===== src/rtl/bcd_count_ctrl.sv =====
// Gate-window measurement controller for a 3-digit BCD event counter.
// Clears the counter, counts synchronised event edges for GATE_CYCLES clocks, then latches the result.
module bcd_count_ctrl #(
  parameter int unsigned GATE_CYCLES = 1000,
  parameter int unsigned GATE_W      = 16,
  parameter int unsigned SYNC_STAGES = 2
) (
  input  logic        Clk,
  input  logic        Rst_n,
  input  logic        Start,
  input  logic        Evt_in,
  input  logic        Cnt_Cout,
  input  logic [11:0] Cnt_q,
  output logic        Cnt_Cin,
  output logic        Cnt_Rst_n,
  output logic [11:0] Result,
  output logic        Overflow,
  output logic        Busy,
  output logic        Done
);

  typedef enum logic [2:0] {
    StIdle,
    StClear,
    StGate,
    StSettle,
    StLatch
  } state_e;

  localparam logic [GATE_W-1:0] GateLoad = GATE_W'(GATE_CYCLES - 1);
  localparam logic [GATE_W-1:0] CntOne   = GATE_W'(1);

  state_e                 state_q, state_d;
  logic [GATE_W-1:0]      gate_q, gate_d;
  logic [SYNC_STAGES-1:0] sync_q;
  logic                   hist_q;
  logic                   evt_edge;
  logic                   sticky_q, sticky_d;
  logic [11:0]            result_q, result_d;
  logic                   ovf_q, ovf_d;
  logic                   cin_q, cnt_rst_n_q, busy_q, done_q;

  assign evt_edge = sync_q[SYNC_STAGES-1] & ~hist_q;

  // The gate counter is reused to time the two SETTLE cycles.
  always_comb begin
    state_d  = state_q;
    gate_d   = gate_q;
    sticky_d = sticky_q;
    result_d = result_q;
    ovf_d    = ovf_q;
    case (state_q)
      StIdle: begin
        if (Start) state_d = StClear;
      end
      StClear: begin
        sticky_d = 1'b0;
        gate_d   = GateLoad;
        state_d  = StGate;
      end
      StGate: begin
        if (gate_q == '0) begin
          gate_d  = CntOne;
          state_d = StSettle;
        end else begin
          gate_d = gate_q - CntOne;
        end
      end
      StSettle: begin
        if (gate_q == '0) state_d = StLatch;
        else              gate_d  = gate_q - CntOne;
      end
      StLatch: begin
        result_d = Cnt_q;
        ovf_d    = sticky_q;
        state_d  = StIdle;
      end
      default: state_d = StIdle;
    endcase
    if (Cnt_Cout && (state_q == StGate || state_q == StSettle)) sticky_d = 1'b1;
  end

  always_ff @(posedge Clk or negedge Rst_n) begin
    if (!Rst_n) begin
      state_q     <= StIdle;
      gate_q      <= '0;
      sync_q      <= '0;
      hist_q      <= 1'b0;
      sticky_q    <= 1'b0;
      result_q    <= 12'h000;
      ovf_q       <= 1'b0;
      cin_q       <= 1'b0;
      cnt_rst_n_q <= 1'b1;
      busy_q      <= 1'b0;
      done_q      <= 1'b0;
    end else begin
      state_q     <= state_d;
      gate_q      <= gate_d;
      sync_q      <= {sync_q[SYNC_STAGES-2:0], Evt_in};
      hist_q      <= sync_q[SYNC_STAGES-1];
      sticky_q    <= sticky_d;
      result_q    <= result_d;
      ovf_q       <= ovf_d;
      cin_q       <= evt_edge & (state_q == StGate);
      // Status outputs come straight from flops so they never glitch.
      cnt_rst_n_q <= (state_d != StClear);
      busy_q      <= (state_d != StIdle);
      done_q      <= (state_d == StLatch);
    end
  end

  assign Cnt_Cin   = cin_q;
  assign Cnt_Rst_n = cnt_rst_n_q;
  assign Result    = result_q;
  assign Overflow  = ovf_q;
  assign Busy      = busy_q;
  assign Done      = done_q;

endmodule


===== config.mk =====
export PLATFORM = sky130hd
export DESIGN_NAME = bcd_count_ctrl
export DESIGN_NICKNAME = d
export VERILOG_FILES = /design/src/rtl/bcd_count_ctrl.sv
export SDC_FILE = /design/constraint.sdc
export NUM_CORES = 1
export LEC_CHECK = 0
export CAP_MARGIN = 20
export CORE_MARGIN = 2
export CORE_UTILIZATION = 35
export DETAILED_ROUTE_END_ITERATION = 7
export PLACE_DENSITY = 0.66
export SYNTH_ARGS = -nofsm -noshare
export SYNTH_HDL_FRONTEND = slang
export SYNTH_SLANG_ARGS = --single-unit
export TNS_END_PERCENT = 30

===== constraint.sdc =====
create_clock -name Clk -period 2.58 [get_ports Clk]
set_clock_uncertainty 0.15 [all_clocks]
set_input_delay 0.516 -clock Clk [delete_from_list [all_inputs] [get_ports Clk]]
set_output_delay 0.516 -clock Clk [all_outputs]
set_load 0.01 [all_outputs]

==> results of run 1 <==
==> stage by stage <==
step | util, % | hold WS (ps) | area (um2)
final | 47.6 | 193 | 2460
after global routing | 47.6 | 219 | 2460
after CTS | 47.6 | 207 | 2460
after detailed placement | 45.5 | 190 | 2350
after global placement | 45.5 | 183 | 2350
after floorplan | - | 70.4 | 1900
==> synth_stat cells, drive strengths merged (2+ instances only) <==
library cell	n
a22o	4
nor3	8
mux2	13
nand3b	2
nand2	9
buf	2
or4	7
a31oi	3
a22oi	8
nor4	4
inv	5
o211ai	2
dfrtp	39
or3	5
nor2	11
clkbuf	5
nand2b	3
nand4	4
a2bb2oi	2
nand3	2
a21oi	5
o31ai	6
o41ai	2
o21ai	9
==> cells by family after synthesis <==
kind of cell,count (synthesis),synth area share (%)
mux,13,7.69
fa+ha+maj,1,0.657
buf+inv,12,2.76
flops,40,52.7
simple gates,61,18.5
compound gates,45,17.7
==> state kept, by name, summed over array words and instances (netlist names) <==
signal     count
Done           1
state_q        3
sync_q         2
Result        12
hist_q         1
Overflow       1
Cnt_Rst_n      1
gate_q        16
sticky_q       1
Busy           1
Cnt_Cin        1
==> how the worst min path moves through the flow <==
stage                endpoint  depth (start not counted)
floorplan                Busy                          0
global placement    sync_q[1]                          0
detailed placement  sync_q[1]                          0
CTS                 sync_q[1]                          0
global route        sync_q[1]                          0
finish              gate_q[6]                          1
==> worst max-delay path, delay by kind of cell, from the launching register on <==
kind,cells,cell delay (ps)
AOI/OAI and AO/OA,2,310
and+or+nand+nor,2,1100
buffers and inverters,1,200
DFF,1,440
==> layout make-up <==
| cell class | instances | area [um2] |
|---|---|---|
| Clock buffer | 6 | 72.6 |
| Clock inverter | 2 | 35.0 |
| Fill cell | 472 | 2710 |
| Inverter | 5 | 18.8 |
| Multi-Input combinational cell | 120 | 853 |
| Sequential cell | 40 | 1000 |
| Tap cell | 70 | 87.6 |
| Timing Repair Buffer | 42 | 393 |
==> report_power, final <==
group,internal (mW),switching [mW]
Sequential,0.630,0.000953
Combinational,0.0220,0.0155
Clock,0.287,0.214
Total,0.939,0.230
==> per-layer routing <==
metal  part of all wire (%)  track usage (%)  vias up
met1                     47             19.8      748
met4                   0.46             4.46        0
met3                    3.4             3.60        2
met5                      0                0        -
li1                       -                -      737
met2                     49             23.5       36
==> results.yml, run 1 <==
run_status:
  status: "complete, no violations"
worst_setup_path:
  r2r_start: "gate_q[10]"
  ff2ff_path_depth: 5
  path_cells: "or4_4 > or4_4 > o41ai_4 > buf_4 > a22oi_1"
  reg2reg_to: "gate_q[11]"
  r2r_setup_slack_ps: 240
  crit_path_max_incr_delay_ps: 600
  arrival_ps: 2330
  endpoint: "gate_q[11]"
  end_kind: "flop"
  crit_type: "flop to flop"
  start_kind: "flop"
  crit_top_cell: "or4_4"
  critical-path-slowest-cell: "or4_4"
  cp_max_fo: 9
  worstPathRequired_ps: 2570
  cp-startpoint: "gate_q[10]"
power_and_ir_drop:
  ir_worst_vdd_mv: 0.229
  power_mw: 1.17
  p_per_area_nw_per_um2: 475
  power.leakage_nw: 1.08
floorplan:
  die_y_um: 77.7
  ioPinCount: 34
  placementRows: 26
  core_um2: 5170
  die_area_um2: 6040
  fp.dieW_um: 77.7
  start_util_pct: 36.8
placement:
  portBuffers: 33
  post-place-ws_ps: 253
  dp_hpwl_um: 2980
  dp_cells: 277
  gp_congestion: 0.878
final_layout:
  layout_common_cells: "dfrtp_1, clkdlybuf4s50_1, mux2_2"
  fin_cells: 285
  fin_nets: 232
  final_common_cell: "dfrtp_1"
  layout-drive-gt1-share_pct: 18.6
  area_growth_pct: 29.4
  antenna_cells: 0
yosys:
  yosysSeqAreaShare_pct: 52.7
  synthFlopType: "dfrtp_1"
  synth_edf_count: 0
  yosys.cell_types.count: 41
  synthCells: 172
  avgSynthCellArea_um2: 11.1
  ys_ff_latch: 40
  syn_area_um2: 1900
  synth_top_area_cell: "dfrtp_1"
  async_reset_ff_share_pct: 100
  ys_warn_count: 0
  synth_area_leaders: "dfrtp_1, mux2_2, a22oi_1"
  synth_fp_nets: 190
  synth_top_area_share_pct: 51.3
cts:
  cts_root_buffer: "clkbuf_8"
  numCtsBuffers: 5
  post_cts_buffers: 0
  clockBufferDepth: 2
  cts_tree: "yes"
  clock_sinks: 40
  holdBufCountCts: 0
  htree_levels: 2
  insertion_delay_ps: 290
  post_cts_resized: 0
  clkTransAtPathRegs_ps: 80
sta:
  layout_min_cycle_time_ps: 2340
  rsz0062_at_grt: "no"
  hold_viol_final: 0
  layout_setup_ws_ps: 237
  slew_violations: 0
  worst_pin_slew_ps: 898
  fin_crit_sh_pct: 90.8
  tns_ps: 0
  final-setup-viol-count: 0
  relSlewSlack_pct: 40.1
  max_freq_ghz: 0.427
routing:
  wl_per_cell_um: 14.5
  drtIter0Drc: 122
  drc: 0
  routed_via_density: 5.34
  drtPass1Iterations: 4
  num_vias: 1523
  drt.antenna.violating_nets: 0
  wl_um: 4140
flow_run:
  drv_cap: 0
global_route:
  grt_max_degree: 41
  gr-total-overflow: 0
  first_global_vias: 1493
  grt_usage_pct: 14.7
  grt_first_pass_wirelength_um: 7080
  antenna_found_initial: 0
worst_hold_path:
  min_path_type: "input port to asynchronous set/reset pin"
No activity file was read; power rests on OpenSTA's default activity.
==> run 2: changes to the inputs <==
--- a/config.mk
+++ b/config.mk
@@ -10,6 +10,7 @@
 export CORE_UTILIZATION = 35
 export DETAILED_ROUTE_END_ITERATION = 7
 export PLACE_DENSITY = 0.66
+export REMOVE_ABC_BUFFERS = 1
 export SYNTH_ARGS = -nofsm -noshare
 export SYNTH_HDL_FRONTEND = slang
 export SYNTH_SLANG_ARGS = --single-unit
==> results.yml, run 2 (synthesized netlist as in run 1, its figures left out) <==
final_layout:
  antenna_cells: 0
  final_common_cell: "dfrtp_1"
  top_register: "gate_q"
  layout-drive-gt1-share_pct: 19.1
  layout_common_cells: "dfrtp_1, clkdlybuf4s50_1, mux2_2"
  nFillCells: 493
  fin_nets: 232
  largest_reg_flops: 16
  area_growth_pct: 28.3
global_route:
  grt_first_pass_wirelength_um: 7320
  grt_max_degree: 22
  gr-total-overflow: 0
  antenna_found_initial: 0
  grt_usage_pct: 14.9
  first_global_vias: 1549
floorplan:
  die_area_um2: 6040
  placementRows: 26
  fp.dieW_um: 77.7
  ioPinCount: 34
  die_y_um: 77.7
  start_util_pct: 36.8
  core_um2: 5170
worst_setup_path:
  arrival_ps: 2340
  start_kind: "flop"
  crit_type: "flop to flop"
  cp_max_fo: 9
  end_kind: "flop"
  worstPathRequired_ps: 2570
cts:
  htree_levels: 2
  insertion_delay_ps: 280
  post_cts_buffers: 0
  cts_root_buffer: "clkbuf_8"
  clockBufferDepth: 2
  clkTransAtPathRegs_ps: 80
  cts_tree: "yes"
  numCtsBuffers: 5
  post_cts_resized: 0
  clock_sinks: 40
  holdBufCountCts: 0
routing:
  drc: 0
  drt.antenna.violating_nets: 0
  wl_per_cell_um: 14.6
  num_vias: 1548
  routed_via_density: 5.43
  drtIter0Drc: 133
  wl_um: 4160
  drtPass1Iterations: 5
power_and_ir_drop:
  ir_worst_vdd_mv: 0.331
  power.leakage_nw: 1.08
  power_mw: 1.07
  p_per_area_nw_per_um2: 437
sta:
  layout_min_cycle_time_ps: 2350
  rsz0062_at_grt: "no"
  worst_pin_slew_ps: 605
  relSlewSlack_pct: 59.5
  fin_crit_sh_pct: 90.9
  max_freq_ghz: 0.426
  final-setup-viol-count: 0
  hold_viol_final: 0
  tns_ps: 0
  slew_violations: 0
placement:
  gp_congestion: 0.856
  portBuffers: 33
  dp_hpwl_um: 3070
run_status:
  status: "complete, no violations"
flow_run:
  drv_cap: 0
worst_hold_path:
  min_path_type: "input port to asynchronous set/reset pin"
==> run 2: cell types whose count changed in the layout (fill, tap and decap cells not counted) <==
cell and change:
clkbuf_1 -1, bufinv_16 -1, clkinv_4 +1, clkinv_2 +1
==> run 2: final timing paths <==
kind / startpoint / endpoint / slack [ps] / cells after the start
worst max-delay path: gate_q[10] / gate_q[10] / 230 / 5
worst min-delay path: Rst_n / Result[7] / 20 / 1
worst max register to register: gate_q[10] / gate_q[10] / 230 / 5
worst min register to register: sync_q[0] / sync_q[1] / 200 / 0
max in group asynchronous: Rst_n / gate_q[5] / 1640 / 2
min in group Clk: sync_q[0] / sync_q[1] / 200 / 0
==> run 2: layer usage <==
layer  GRT usage (%)  up-vias  part of all wire [%]
li1                -      749                     -
met1            20.7      757                    47
met2            23.7       37                    48
met3            3.14        5                   3.7
met4            3.57        0                  0.87
met5               0        -                     0
==> run 2: final cells by class <==
| class | count | area [um2] | share of cell area, % |
|---|---|---|---|
| tap | 70 | 87.6 | 3.59 |
| clock buffer | 5 | 68.8 | 2.82 |
| multi-input combinational | 120 | 853 | 34.9 |
| sequential | 40 | 1000 | 41.0 |
| inverter | 5 | 18.8 | 0.768 |
| clock inverter | 3 | 18.8 | 0.768 |
| timing repair buffer | 42 | 393 | 16.1 |
==> run 2: stage by stage <==
stage | setup slack [ps] | hold WS (ps) | cells | util [%] | instance area, um2
3_5_place_dp | 247 | 187 | 277 | 45.5 | 2350
3_3_place_gp | 297 | 184 | 277 | 45.5 | 2350
2_1_floorplan | 320 | 70.4 | 165 | - | 1870
5_1_grt | 128 | 42.6 | 285 | 47.2 | 2440
4_1_cts | 237 | 29.1 | 285 | 47.2 | 2440
6_report | 234 | 19.1 | 285 | 47.2 | 2440
==> run 2: power breakdown <==
group	leakage [nW]	internal, mW	switching (mW)
combinational	0.537	0.0230	0.0155
sequential	0.491	0.630	0.000891
clock	0.0479	0.188	0.209
==> run 2: critical path, cell delays in order (launching register included) <==
cell     delay, ps
dfrtp_1        450
or4_4          590
or4_4          510
o41ai_4        210
buf_4          210
a22oi_1        100
